### src/rtl/if_fetch_queue_pkg.sv
// if_pkg: shared widths, PC increment rule and fetch-entry layout for the fetch stage
package if_pkg;

    localparam int XLEN_DEF = 32;
    localparam int ILEN_DEF = 32;
    localparam logic [XLEN_DEF-1:0] RESET_PC_DEF = '0;

    typedef struct packed {
        logic [XLEN_DEF-1:0] pc;
        logic [ILEN_DEF-1:0] instr;
    } fetch_entry_t;

    function automatic int pc_inc_of(input int ilen);
        return ilen / 8;
    endfunction

endpackage

### src/rtl/if_fetch_queue_fifo.sv
// fetch_fifo: DEPTH-entry synchronous FIFO of {pc, instr} words with flush
module fetch_fifo
    import if_pkg::*;
#(
    parameter int W = $bits(fetch_entry_t),
    parameter int DEPTH = 4,
    localparam int AW = $clog2(DEPTH),
    localparam int CW = $clog2(DEPTH + 1)
) (
    input  logic          clk,
    input  logic          reset,
    input  logic          push,
    input  logic          pop,
    input  logic          flush,
    input  logic [W-1:0]  wdata,
    output logic [CW-1:0] count,
    output logic [W-1:0]  rdata
);

    logic [W-1:0]  mem [DEPTH];
    logic [AW-1:0] wp;
    logic [AW-1:0] rp;
    logic          do_push;
    logic          do_pop;

    assign do_pop  = pop && count != '0;
    assign do_push = push && (count != CW'(DEPTH) || do_pop);
    assign rdata   = mem[rp];

    // Storage and pointers; entries are cleared on reset so the head reads zero
    always_ff @(posedge clk or negedge reset) begin
        if (!reset) begin
            wp    <= '0;
            rp    <= '0;
            count <= '0;
            for (int i = 0; i < DEPTH; i++) mem[i] <= '0;
        end else if (flush) begin
            wp    <= '0;
            rp    <= '0;
            count <= '0;
        end else begin
            if (do_push) begin
                mem[wp] <= wdata;
                wp      <= wp + AW'(1);
            end
            if (do_pop) rp <= rp + AW'(1);
            count <= count + CW'(do_push) - CW'(do_pop);
        end
    end

endmodule

### src/rtl/if_fetch_queue.sv
// if_fetch_queue: credit-limited instruction fetch with in-flight drop on redirect
module if_fetch_queue
    import if_pkg::*;
#(
    parameter int XLEN = XLEN_DEF,
    parameter int ILEN = ILEN_DEF,
    parameter int DEPTH = 4,
    parameter int MAX_OUTST = 2,
    parameter logic [XLEN-1:0] RESET_PC = XLEN'(RESET_PC_DEF)
) (
    input  logic            clk,
    input  logic            reset,
    input  logic            redirect_valid,
    input  logic [XLEN-1:0] redirect_pc,
    output logic            imem_req_valid,
    input  logic            imem_req_ready,
    output logic [XLEN-1:0] imem_req_addr,
    input  logic            imem_rsp_valid,
    input  logic [ILEN-1:0] imem_rsp_data,
    output logic            id_valid,
    input  logic            id_ready,
    output logic [XLEN-1:0] id_pc,
    output logic [XLEN-1:0] id_pc_plus4,
    output logic [ILEN-1:0] id_instr
);

    localparam int OW = $clog2(MAX_OUTST + 1);
    localparam int CW = $clog2(DEPTH + 1);
    localparam logic [XLEN-1:0] PC_INC = XLEN'(pc_inc_of(ILEN));

    logic [XLEN-1:0]      pc;
    logic [XLEN-1:0]      rsp_pc;
    logic [OW-1:0]        outst;
    logic [OW-1:0]        drop;
    logic [CW-1:0]        count;
    logic [CW:0]          inflight;
    logic [XLEN+ILEN-1:0] head;
    logic                 fire;
    logic                 rsp_ok;
    logic                 push;
    logic                 pop;

    // Every issued request reserves a queue slot, so a response always has room
    assign inflight       = {1'b0, count} + (CW+1)'(outst);
    assign imem_req_valid = reset && !redirect_valid && outst < OW'(MAX_OUTST)
                            && inflight < (CW+1)'(DEPTH);
    assign imem_req_addr  = pc;
    assign fire           = imem_req_valid && imem_req_ready;
    assign rsp_ok         = imem_rsp_valid && outst != '0;
    assign push           = rsp_ok && drop == '0 && !redirect_valid;
    assign id_valid       = count != '0;
    assign pop            = id_valid && id_ready;
    assign id_pc          = head[XLEN+ILEN-1:ILEN];
    assign id_instr       = head[ILEN-1:0];
    assign id_pc_plus4    = id_pc + PC_INC;

    fetch_fifo #(
        .W     (XLEN + ILEN),
        .DEPTH (DEPTH)
    ) u_fifo (
        .clk   (clk),
        .reset (reset),
        .push  (push),
        .pop   (pop),
        .flush (redirect_valid),
        .wdata ({rsp_pc, imem_rsp_data}),
        .count (count),
        .rdata (head)
    );

    // PC, response PC, credit and drop tracking; a redirect turns everything in flight into drops
    always_ff @(posedge clk or negedge reset) begin
        if (!reset) begin
            pc     <= RESET_PC;
            rsp_pc <= RESET_PC;
            outst  <= '0;
            drop   <= '0;
        end else if (redirect_valid) begin
            pc     <= redirect_pc;
            rsp_pc <= redirect_pc;
            outst  <= outst - OW'(rsp_ok);
            drop   <= outst - OW'(rsp_ok);
        end else begin
            if (fire) pc <= pc + PC_INC;
            outst <= outst + OW'(fire) - OW'(rsp_ok);
            if (rsp_ok && drop != '0) drop <= drop - OW'(1);
            if (push) rsp_pc <= rsp_pc + PC_INC;
        end
    end

    // A response with nothing in flight breaks the memory protocol; it is ignored above
    always_ff @(posedge clk) begin
        if (reset) assert (!(imem_rsp_valid && outst == '0))
            else $warning("imem response with no request outstanding");
    end

endmodule

### config.mk
export PLATFORM = sky130hd
export DESIGN_NAME = if_fetch_queue
export DESIGN_NICKNAME = d
export VERILOG_FILES = /design/src/rtl/if_fetch_queue_pkg.sv /design/src/rtl/if_fetch_queue_fifo.sv /design/src/rtl/if_fetch_queue.sv
export SDC_FILE = /design/constraint.sdc
export NUM_CORES = 1
export LEC_CHECK = 0
export CAP_MARGIN = 20
export CORE_MARGIN = 1.5
export CORE_UTILIZATION = 35
export DETAILED_ROUTE_END_ITERATION = 8
export GPL_TIMING_DRIVEN = 1
export HOLD_SLACK_MARGIN = 0.12
export SYNTH_ARGS = -nofsm -noshare
export SYNTH_HDL_FRONTEND = slang
export SYNTH_SLANG_ARGS = --single-unit
### constraint.sdc
create_clock -name clk -period 4.8 [get_ports clk]
set_clock_uncertainty 0.2 [all_clocks]
set_input_delay 0.72 -clock clk [delete_from_list [all_inputs] [get_ports clk]]
set_output_delay 0.72 -clock clk [all_outputs]
set_load 0.01 [all_outputs]
# Yosys cells after proc, flatten, opt, wreduce, memory -nomap -nowiden
# Cells that the tools add are included.
[word_totals] register_bits=331 latch_bits=0 ram_bits=0 mem_bits_ro=0 wordCells=74 n_memories=0
[classes] add_sub_neg=12 n_mul=0 div=0 magnitude_cmp=5 eq_ne=1 shift=0 mux=18 n_bitwise=3 n_reduce_logical=24
[op_table] op="bitwise mux 256 bit" n=1
[op_table] op="two-way mux 64 bit" n=3
[op_table] op="binary-select mux 64 bit (select 2 bit)" n=1
[op_table] op="demux 64 bit (select 2 bit)" n=1
[op_table] op="two-way mux 32 bit" n=4
[op_table] op="adder 32 x 3 -> 32 bit, second input constant" n=3
[op_table] op="two-way mux 2 bit" n=7
[op_table] op="nonzero test 2 bit" n=7
[op_table] op="logical AND 1 bit" n=12
[op_table] op="greater-or-equal comparator 3 bit, second input constant" n=2
[op_table] op="NOT 2 -> 3 bit" n=2
[op_table] op="adder 2 x 1 -> 2 bit, second input constant" n=2
[op_table] op="adder 3 x 2 -> 4 bit" n=1
[op_table] op="< comparator 4 x 3 -> 1 bit, second input constant" n=1
[op_table] op="subtractor 2 x 1 -> 2 bit" n=2
[op_table] op="adder 3 x 1 -> 3 bit" n=1
[op_table] op="< comparator 3 x 1 -> 1 bit, second input constant" n=1
[op_table] op="two-way mux 3 bit" n=1
[op_table] op="!= test 3 bit, second input constant" n=1
[op_table] op="nonzero test 3 bit" n=1
[op_table] op="subtractor 3 x 1 -> 3 bit" n=1
[op_table] op="adder 2 x 1 -> 2 bit" n=1
[op_table] op="zero test 2 bit" n=1
[op_table] op="< comparator 2 bit, second input constant" n=1
[op_table] op="5 further kinds" n=5

# Longest topological paths before layout
# Gate-level depths: netlist of the first run.
[logic_depth] word_depth=8 mapped_depth=13

# By module
# A second synthesis of the first run with hierarchy kept.
[unflattened] cells_unflattened=1151 area_unflattened_um2=16623.4
[by_module_without_submodules] module="fetch_fifo" instances=1 cells_each=661 area_per_inst_um2=12206.7 seq_area_each_um2=6581.3
[by_module_without_submodules] module="if_fetch_queue" instances=1 cells_each=490 area_per_inst_um2=4416.7 seq_area_each_um2=1701.6

# Worst setup path after synthesis of the first run
# OpenSTA, ideal clock, no wires.
[synth_timing] path_type="register to output" startpoint="register u_fifo.rp[0]" endpoint="output port id_pc_plus4[28]" t_arrival_ns=2.267 required_ns=3.880 path_slack_ns=1.613 path_stages_with_launch=11 path_buffers=3 path_cell_list="dfrtp_1 -> buf_6 -> buf_12 -> mux4_2 -> ha_1 -> nand2_1 -> nor3_2 -> and3b_1 -> buf_2 -> nand4_1 -> xnor2_1"
[synth_via] elab_chain_cells=5
[synth_lines] element="from (decl)" line_no="if_fetch_queue_fifo.sv:22" source="logic [AW-1:0] rp;"
[synth_lines] element="from (signal assigned)" line_no="if_fetch_queue_fifo.sv:46" source="if (do_pop) rp <= rp + AW'(1);"
[synth_lines] element="NOT 2 -> 3 bit (not written as such)" line_no="if_fetch_queue_fifo.sv:28" source="assign rdata = mem[rp];"
[synth_lines] element="binary-select mux 64 bit (select 2 bit)" line_no="if_fetch_queue_fifo.sv:28"
[synth_lines] element="two-way mux 64 bit (not written as such) (2 in series)" line_no="if_fetch_queue_fifo.sv:28"
[synth_lines] element="named net id_pc[2]" line_no="if_fetch_queue.sv:22" source="output logic [XLEN-1:0] id_pc,"
[synth_lines] element="adder 32 x 3 -> 32 bit" line_no="if_fetch_queue.sv:55" source="assign id_pc_plus4 = id_pc + PC_INC;"
[synth_lines] element="to (decl)" line_no="if_fetch_queue.sv:23" source="output logic [XLEN-1:0] id_pc_plus4,"
# The timed path passes the listed nets, and every way through them passes these cells. The select of a mux whose other input is x is not followed.

# Worst setup path in the final report of the first run
[layout_timing] startpoint="register u_fifo.rp[1]" endpoint="output port id_pc_plus4[30]"
[layout_via] elab_chain_cells=5
[layout_lines] element="NOT 2 -> 3 bit (not written as such)" line_no="if_fetch_queue_fifo.sv:28"
[layout_lines] element="binary-select mux 64 bit (select 2 bit)" line_no="if_fetch_queue_fifo.sv:28"
[layout_lines] element="two-way mux 64 bit (not written as such) (2 in series)" line_no="if_fetch_queue_fifo.sv:28"
[layout_lines] element="adder 32 x 3 -> 32 bit" line_no="if_fetch_queue.sv:55"
# Every way passes these cells. The select of a mux whose other input is x is not followed.

==> flow_metrics.py, run 1 <==
metrics = {
    "status": {
        "status": "complete, no violations",
    },
    "setup_path": {
        "end_kind": "output port",
        "crit_required_ns": 3.88,
        "worstSetupPathType": "flop to output port",
        "ff2ff_setup_slack_ns": 1.53,
        "startpoint": "u_fifo.rp[1]",
        "r2r_cells": 8,
        "endpoint": "id_pc_plus4[30]",
        "rr_endpoint": "imem_req_addr[30]",
        "crit_fanout": 31,
        "r2r_start": "outst[1]",
        "arrival_ns": 3.59,
        "cp-start-kind": "flop",
    },
    "clock_network": {
        "path_clk_slew_ns": 0.06,
        "h-tree-depth": 2,
        "cts_tree": "built",
        "cts_resized": 0,
        "cts_sinks": 331,
        "cts_buffers": 40,
        "clk_latency_ns": 0.55,
        "cts-root-buf": "clkbuf_16",
        "cts.path.max_buffers": 3,
    },
    "timing": {
        "finalSetupTns_ns": 0,
        "drv_slew": 0,
        "hold_violations": 0,
        "final-setup-viol-count": 0,
        "fin_crit_sh": 0.939,
        "finalCriticalPeriod_ns": 4.51,
        "maxSlewHeadroom": 0.355,
        "rsz0062_at_grt": "false",
        "worst_slew_pin_slew_ns": 0.964,
        "fmax_ghz": 0.222,
    },
    "grt": {
        "grt_max_degree": 168,
        "use_met3": 0.0335,
        "gr-total-overflow": 0,
        "top_usage_layer": "met2",
        "antenna_found_initial": 1,
        "grt_util_met1": 0.252,
        "grt_pass1_wl_um": 62900,
        "gr-usage-all-layers": 0.174,
        "use_met2": 0.270,
        "grt_pass1_vias": 10724,
    },
    "placed_design": {
        "dpl-instance-area_um2": 18400,
        "gp_congestion": 0.773,
        "hpwl_um": 26400,
        "placedCellCount": 1890,
        "io_buffers": 199,
    },
    "floorplan": {
        "die_y_um": 215,
        "core_area_um2": 44300,
        "fp.dieW_um": 215,
        "std_cell_rows": 77,
        "start_util": 0.355,
        "ios": 200,
        "die_area_um2": 46300,
    },
    "synthesis": {
        "yosysWarnings": 0,
        "synth_cell_type_count": 47,
        "synthesis.instances": 1142,
        "ys_seq_area_frac": 0.526,
        "syn_area_per_cell_um2": 13.8,
        "synth_fp_nets": 1227,
        "ys_ff_latch": 331,
        "syn_area_um2": 15800,
    },
    "power_and_ir_drop": {
        "p_total_w": 0.0110,
        "power_density_nw_per_um2": 555,
        "leakagePower_nw": 8.50,
        "peakVddDrop_mv": 0.269,
    },
    "cells_and_area": {
        "final_layout_size_suffix_gt1_frac": 0.312,
        "finalNetCount": 1427,
        "nFillCells": 4059,
        "syn2layout_area_growth_pct": 25.7,
        "fin_area_um2": 19800,
        "final_cells": 1966,
    },
    "detailed_routing": {
        "ant_nets": 0,
        "wl_per_cell_um": 20.2,
        "dr.first_iter.drc_count": 650,
        "vias": 10161,
        "drcViolationCount": 0,
        "via_per_inst": 5.17,
        "dr.pass1.iters": 5,
        "wl_um": 39800,
    },
    "min_path": {
        "hold_path_class": "flop to flop",
    },
    "flow_run": {
        "maxCapViolCount": 0,
    },
}
[state kept, by name, indices dropped and copies added, names as in the netlist]
| signal | cells |
|---|---|
| u_fifo.wp | 2 |
| drop | 2 |
| outst | 2 |
| u_fifo.count | 3 |
| rsp_pc | 32 |
| u_fifo.mem | 256 |
| imem_req_addr | 32 |
| u_fifo.rp | 2 |
[layout make-up]
cell class | count | area [um2] | share of cell area
inverters | 22 | 82.6 | 0.00417
well taps | 592 | 741 | 0.0374
clock inverters | 13 | 178 | 0.00897
flip-flops and latches | 331 | 8290 | 0.419
diodes | 1 | 2.50 | 0.000126
repair buffers | 222 | 2270 | 0.115
multi-input cells | 725 | 7010 | 0.354
clock buffers | 60 | 1220 | 0.0615
[cell families after synthesis]
family / share of synthesized area
adders and majority gates: 0.0124
xor gates and xnor gates: 0.0400
buffers and inverters: 0.0298
AOI/OAI and AO/OA: 0.0311
DFF: 0.526
and+or+nand+nor: 0.0752
muxes: 0.286
[cells in the final DEF, fill, tap and decap left out, drive strengths merged, types with 14 or more instances in the layout]
cell,instances
nand2,71
xnor2,36
mux2,268
nor2,26
clkbuf,60
nor3,15
inv,23
dfrtp,331
clkdlybuf4s50,197
nand4,18
and2,14
xor2,36
buf,24
ha,14
mux4,64
nand3,40
o21ai,47
[cell usage after synthesis (all sizes together)]
| library cell | instances | area share |
|---|---|---|
| dfrtp | 331 | 0.53 |
| mux2 | 268 | 0.19 |
| nand2 | 71 | 0.017 |
| mux4 | 64 | 0.093 |
| o21ai | 47 | 0.015 |
| buf | 46 | 0.020 |
| nand3 | 40 | 0.014 |
| xnor2 | 36 | 0.020 |
| xor2 | 36 | 0.020 |
| nor2 | 26 | 0.0062 |
| inv | 21 | 0.0050 |
| clkbuf | 18 | 0.0043 |
| nand4 | 18 | 0.0071 |
| nor3 | 15 | 0.0060 |
| and2 | 14 | 0.0056 |
| ha | 14 | 0.011 |
| and3 | 13 | 0.0052 |
| and4 | 12 | 0.0067 |
| o211ai | 12 | 0.0057 |
| o311ai | 9 | 0.0050 |
| a31oi | 8 | 0.0032 |
| a21oi | 4 | 0.0013 |
| nor2b | 3 | 0.0012 |
| nor4 | 2 | 0.0017 |
| nor4b | 2 | 0.0015 |
| or3 | 2 | 0.0011 |
| and3b | 1 | 0.00056 |
| clkinv | 1 | 0.00024 |
| fa | 1 | 0.0013 |
| mux2i | 1 | 0.00064 |
| nand2b | 1 | 0.00040 |
| nand4b | 1 | 0.00056 |
| nor3b | 1 | 0.00048 |
| o2111ai | 1 | 0.00056 |
| o31ai | 1 | 0.00048 |
| or4 | 1 | 0.00048 |
[where the power goes]
part	internal (W)	leakage, nW	switching (W)
Clock	0.00197	0.685	0.00121
Combinational	0.00230	3.48	0.00164
Sequential	0.00341	4.33	0.000462
[worst min path at each step]
| stage | start | endpoint | cells after the start |
|---|---|---|---|
| CTS | u_fifo.mem[240] | u_fifo.mem[240] | 1 |
| floorplan | reset | drop[0] | 0 |
| finish | u_fifo.mem[240] | u_fifo.mem[240] | 1 |
| global placement | u_fifo.mem[53] | u_fifo.mem[53] | 1 |
| detailed placement | u_fifo.mem[240] | u_fifo.mem[240] | 1 |
| global route | u_fifo.mem[66] | u_fifo.mem[66] | 1 |
[per-layer routing]
metal / part of all wire / wire length, um
met1: 0.48 / 19300
met2: 0.46 / 18300
met3: 0.040 / 1600
met4: 0.015 / 581
met5: 0.00033 / 13
[repair_timing]
item	4_1_cts	5_1_grt
hold buffers	1	0
buffers inserted	0	1
setup endpoints to repair	0	2
hold endpoints to repair	39	0
[worst max-delay path, stage by stage, from the launching register on]
cell	delay, ns
dfrtp_4	0.74
mux4_2	0.37
ha_1	0.22
nand2_1	0.10
nor3_2	0.33
and3b_1	0.38
nand3_1	0.14
xnor2_1	0.18
clkdlybuf4s50_1	0.56
[through the flow]
stage	hold slack, ns	setup WS (ns)	util
2_1_floorplan	0.224	1.61	-
3_3_place_gp	0.282	0.755	0.414
3_5_place_dp	0.289	0.720	0.414
4_1_cts	0.301	0.114	0.446
5_1_grt	0.312	0.0754	0.447
6_report	0.298	0.292	0.447
(Power assumes the default switching activity.)
==> inputs of run 2 (changes only) <==
--- a/config.mk
+++ b/config.mk
@@ -7,10 +7,11 @@
 export LEC_CHECK = 0
 export CAP_MARGIN = 20
 export CORE_MARGIN = 1.5
-export CORE_UTILIZATION = 35
+export CORE_UTILIZATION = 55
 export DETAILED_ROUTE_END_ITERATION = 8
 export GPL_TIMING_DRIVEN = 1
 export HOLD_SLACK_MARGIN = 0.12
+export PLACE_DENSITY = 0.79
 export SYNTH_ARGS = -nofsm -noshare
 export SYNTH_HDL_FRONTEND = slang
 export SYNTH_SLANG_ARGS = --single-unit
==> run 2 against run 1 <==
Sequential share of layout area is 1.0 points higher; fmax is 1.8% lower; clock-buffer cell count is 11 lower; combinational power hardly changed; via count is 1.1% higher; worst hold slack worse by 0.0024 ns; critical path depth stayed put; non-clock buffer count is 4 higher; critical endpoint is now id_pc_plus4[28]; largest cell class unchanged; highest routed layer is now met4.
==> flow_metrics.py, run 2 (synthesized netlist as in run 1, its figures left out) <==
metrics = {
    "clock_network": {
        "clk_latency_ns": 0.52,
        "cts_tree": "built",
        "cts_buffers": 36,
        "cts-root-buf": "clkbuf_16",
        "cts_sinks": 331,
        "cts_resized": 0,
        "cts.path.max_buffers": 3,
        "h-tree-depth": 2,
        "path_clk_slew_ns": 0.06,
    },
    "power_and_ir_drop": {
        "power_density_nw_per_um2": 546,
        "combPwrFrac": 0.371,
        "internal-power_w": 0.00737,
        "p_seq_frac": 0.368,
        "p_sw_w": 0.00317,
        "leakagePower_nw": 8.42,
        "netSwitchingFraction": 0.301,
        "peakVddDrop_mv": 0.231,
        "p_total_w": 0.0105,
        "power.share.clock": 0.261,
    },
    "placed_design": {
        "hpwl_um": 24100,
        "io_buffers": 199,
        "gp_congestion": 0.831,
    },
    "grt": {
        "grt_pass1_wl_um": 57500,
        "grt_max_degree": 83,
        "antenna_found_initial": 0,
        "gr-total-overflow": 0,
        "grt_pass1_vias": 10750,
        "gr-usage-all-layers": 0.251,
    },
    "setup_path": {
        "arrival_ns": 3.67,
        "end_kind": "output port",
        "path_buf_inv": 1,
        "worstSetupPathType": "flop to output port",
        "crit_chain": "mux4_2, ha_1, nand2_1, nor3_2, and3b_1, nand4_1, xnor2_1, clkdlybuf4s50_1",
        "crit_required_ns": 3.88,
        "cp_top_family": "simple AND/OR/NAND/NOR gates",
        "worst_path_max_delay_cell": "dfrtp_2",
        "cp-start-kind": "flop",
        "crit_fanout": 27,
        "cpPeakStageDelay_ns": 0.82,
    },
    "cells_and_area": {
        "final_cell_mix": "dfrtp_1 (329), mux2_2 (268), clkdlybuf4s50_1 (197), nand2_1 (71), mux4_2 (56)",
        "final_common_cell": "dfrtp_1",
        "final_layout_size_suffix_gt1_frac": 0.309,
        "antenna_cells": 0,
        "nFillCells": 2017,
        "finalNetCount": 1427,
        "largest_reg_flops": 256,
        "syn2layout_area_growth_pct": 22.6,
        "top_register": "u_fifo.mem",
    },
    "timing": {
        "fin_hold_ws_ns": 0.295,
        "finalCriticalPeriod_ns": 4.59,
        "fmax_ghz": 0.218,
        "worst_slew_pin_slew_ns": 0.990,
        "rsz0062_at_grt": "false",
        "hold_violations": 0,
        "final-setup-viol-count": 0,
        "maxSlewHeadroom": 0.338,
        "fin_crit_sh": 0.957,
        "finalSetupTns_ns": 0,
        "drv_slew": 0,
    },
    "detailed_routing": {
        "dr.first_iter.drc_count": 696,
        "via_per_inst": 5.88,
        "wl_per_cell_um": 20.7,
        "ant_nets": 0,
        "wl_um": 36200,
        "dr.pass1.iters": 5,
        "drcViolationCount": 0,
        "vias": 10272,
    },
    "floorplan": {
        "start_util": 0.562,
        "core_area_um2": 28000,
        "die_y_um": 172,
        "fp.dieW_um": 172,
        "ios": 200,
        "die_area_um2": 29700,
        "std_cell_rows": 61,
    },
    "status": {
        "status": "complete, no violations",
    },
    "flow_run": {
        "maxCapViolCount": 0,
    },
    "min_path": {
        "hold_path_class": "flop to flop",
    },
}
run 2: cell count changes in the layout (fill, tap and decap cells not counted), moves of 2 or more:
cell / before / now
and2_2: 0 / 4
and2_4: 4 / 0
buf_12: 7 / 5
buf_4: 14 / 20
clkbuf_16: 41 / 37
clkbuf_8: 12 / 5
clkinv_2: 5 / 9
clkinvlp_4: 2 / 0
run 2: layer usage:
layer	track usage	vias up	share of wire
li1	-	4597	-
met1	0.366	5314	0.45
met2	0.395	313	0.47
met3	0.0421	48	0.058
met4	0.0628	0	0.017
met5	0	-	0
run 2: power by group through the flow:
stage	registers, W	logic, W	clock network, W
5_1_grt	0.00396	0.00421	0.00292
2_1_floorplan	0.00372	0.00226	0
6_report	0.00388	0.00391	0.00276
3_3_place_gp	0.00390	0.00379	0
3_5_place_dp	0.00393	0.00388	0
4_1_cts	0.00389	0.00390	0.00281
run 2: timing repair:
action,in CTS,in global routing
setup endpoints to repair,0,1
setup buffers,0,1
hold endpoints to repair,50,0
hold buffers,1,0
run 2: layout make-up:
type	instances	area [um2]	area share
Sequential cell	331	8290	0.429
Multi-Input combinational cell	725	7010	0.363
Timing Repair Buffer	226	2280	0.118
Clock buffer	49	1020	0.0529
Tap cell	378	473	0.0245
Clock inverter	15	161	0.00836
Inverter	22	82.6	0.00428
run 2: worst paths after layout:
kind                                 start                end  slack [ns]  cells past startpoint
min                        u_fifo.mem[179]    u_fifo.mem[179]        0.30                      1
max in group asynchronous            reset    u_fifo.mem[210]        2.56                      3
min in group asynchronous            reset  imem_req_addr[27]        0.52                      2
max reg2reg                       outst[1]  imem_req_addr[17]        1.52                      8
max                           u_fifo.rp[1]    id_pc_plus4[28]        0.21                      8
min reg2reg                u_fifo.mem[179]    u_fifo.mem[179]        0.30                      1
run 2: stage by stage:
step / cell area (um2) / cells / utilization / setup WS [ns]
floorplan: 15800 / 1142 / - / 1.61
global placement: 18100 / 1679 / 0.645 / 0.848
detailed placement: 18100 / 1679 / 0.645 / 0.770
CTS: 19300 / 1744 / 0.688 / 0.191
global route: 19300 / 1746 / 0.689 / 0.0000764
finish: 19300 / 1746 / 0.689 / 0.207
run 2: worst register-to-register path, stage by stage (launching register included):
cell and delay (ns):
dfrtp_1 0.48, ha_1 0.33, nand3_1 0.09, and4_1 0.44, inv_1 0.29, buf_4 0.29
nor4b_2 0.63, xnor2_1 0.13, mux2_2 0.28
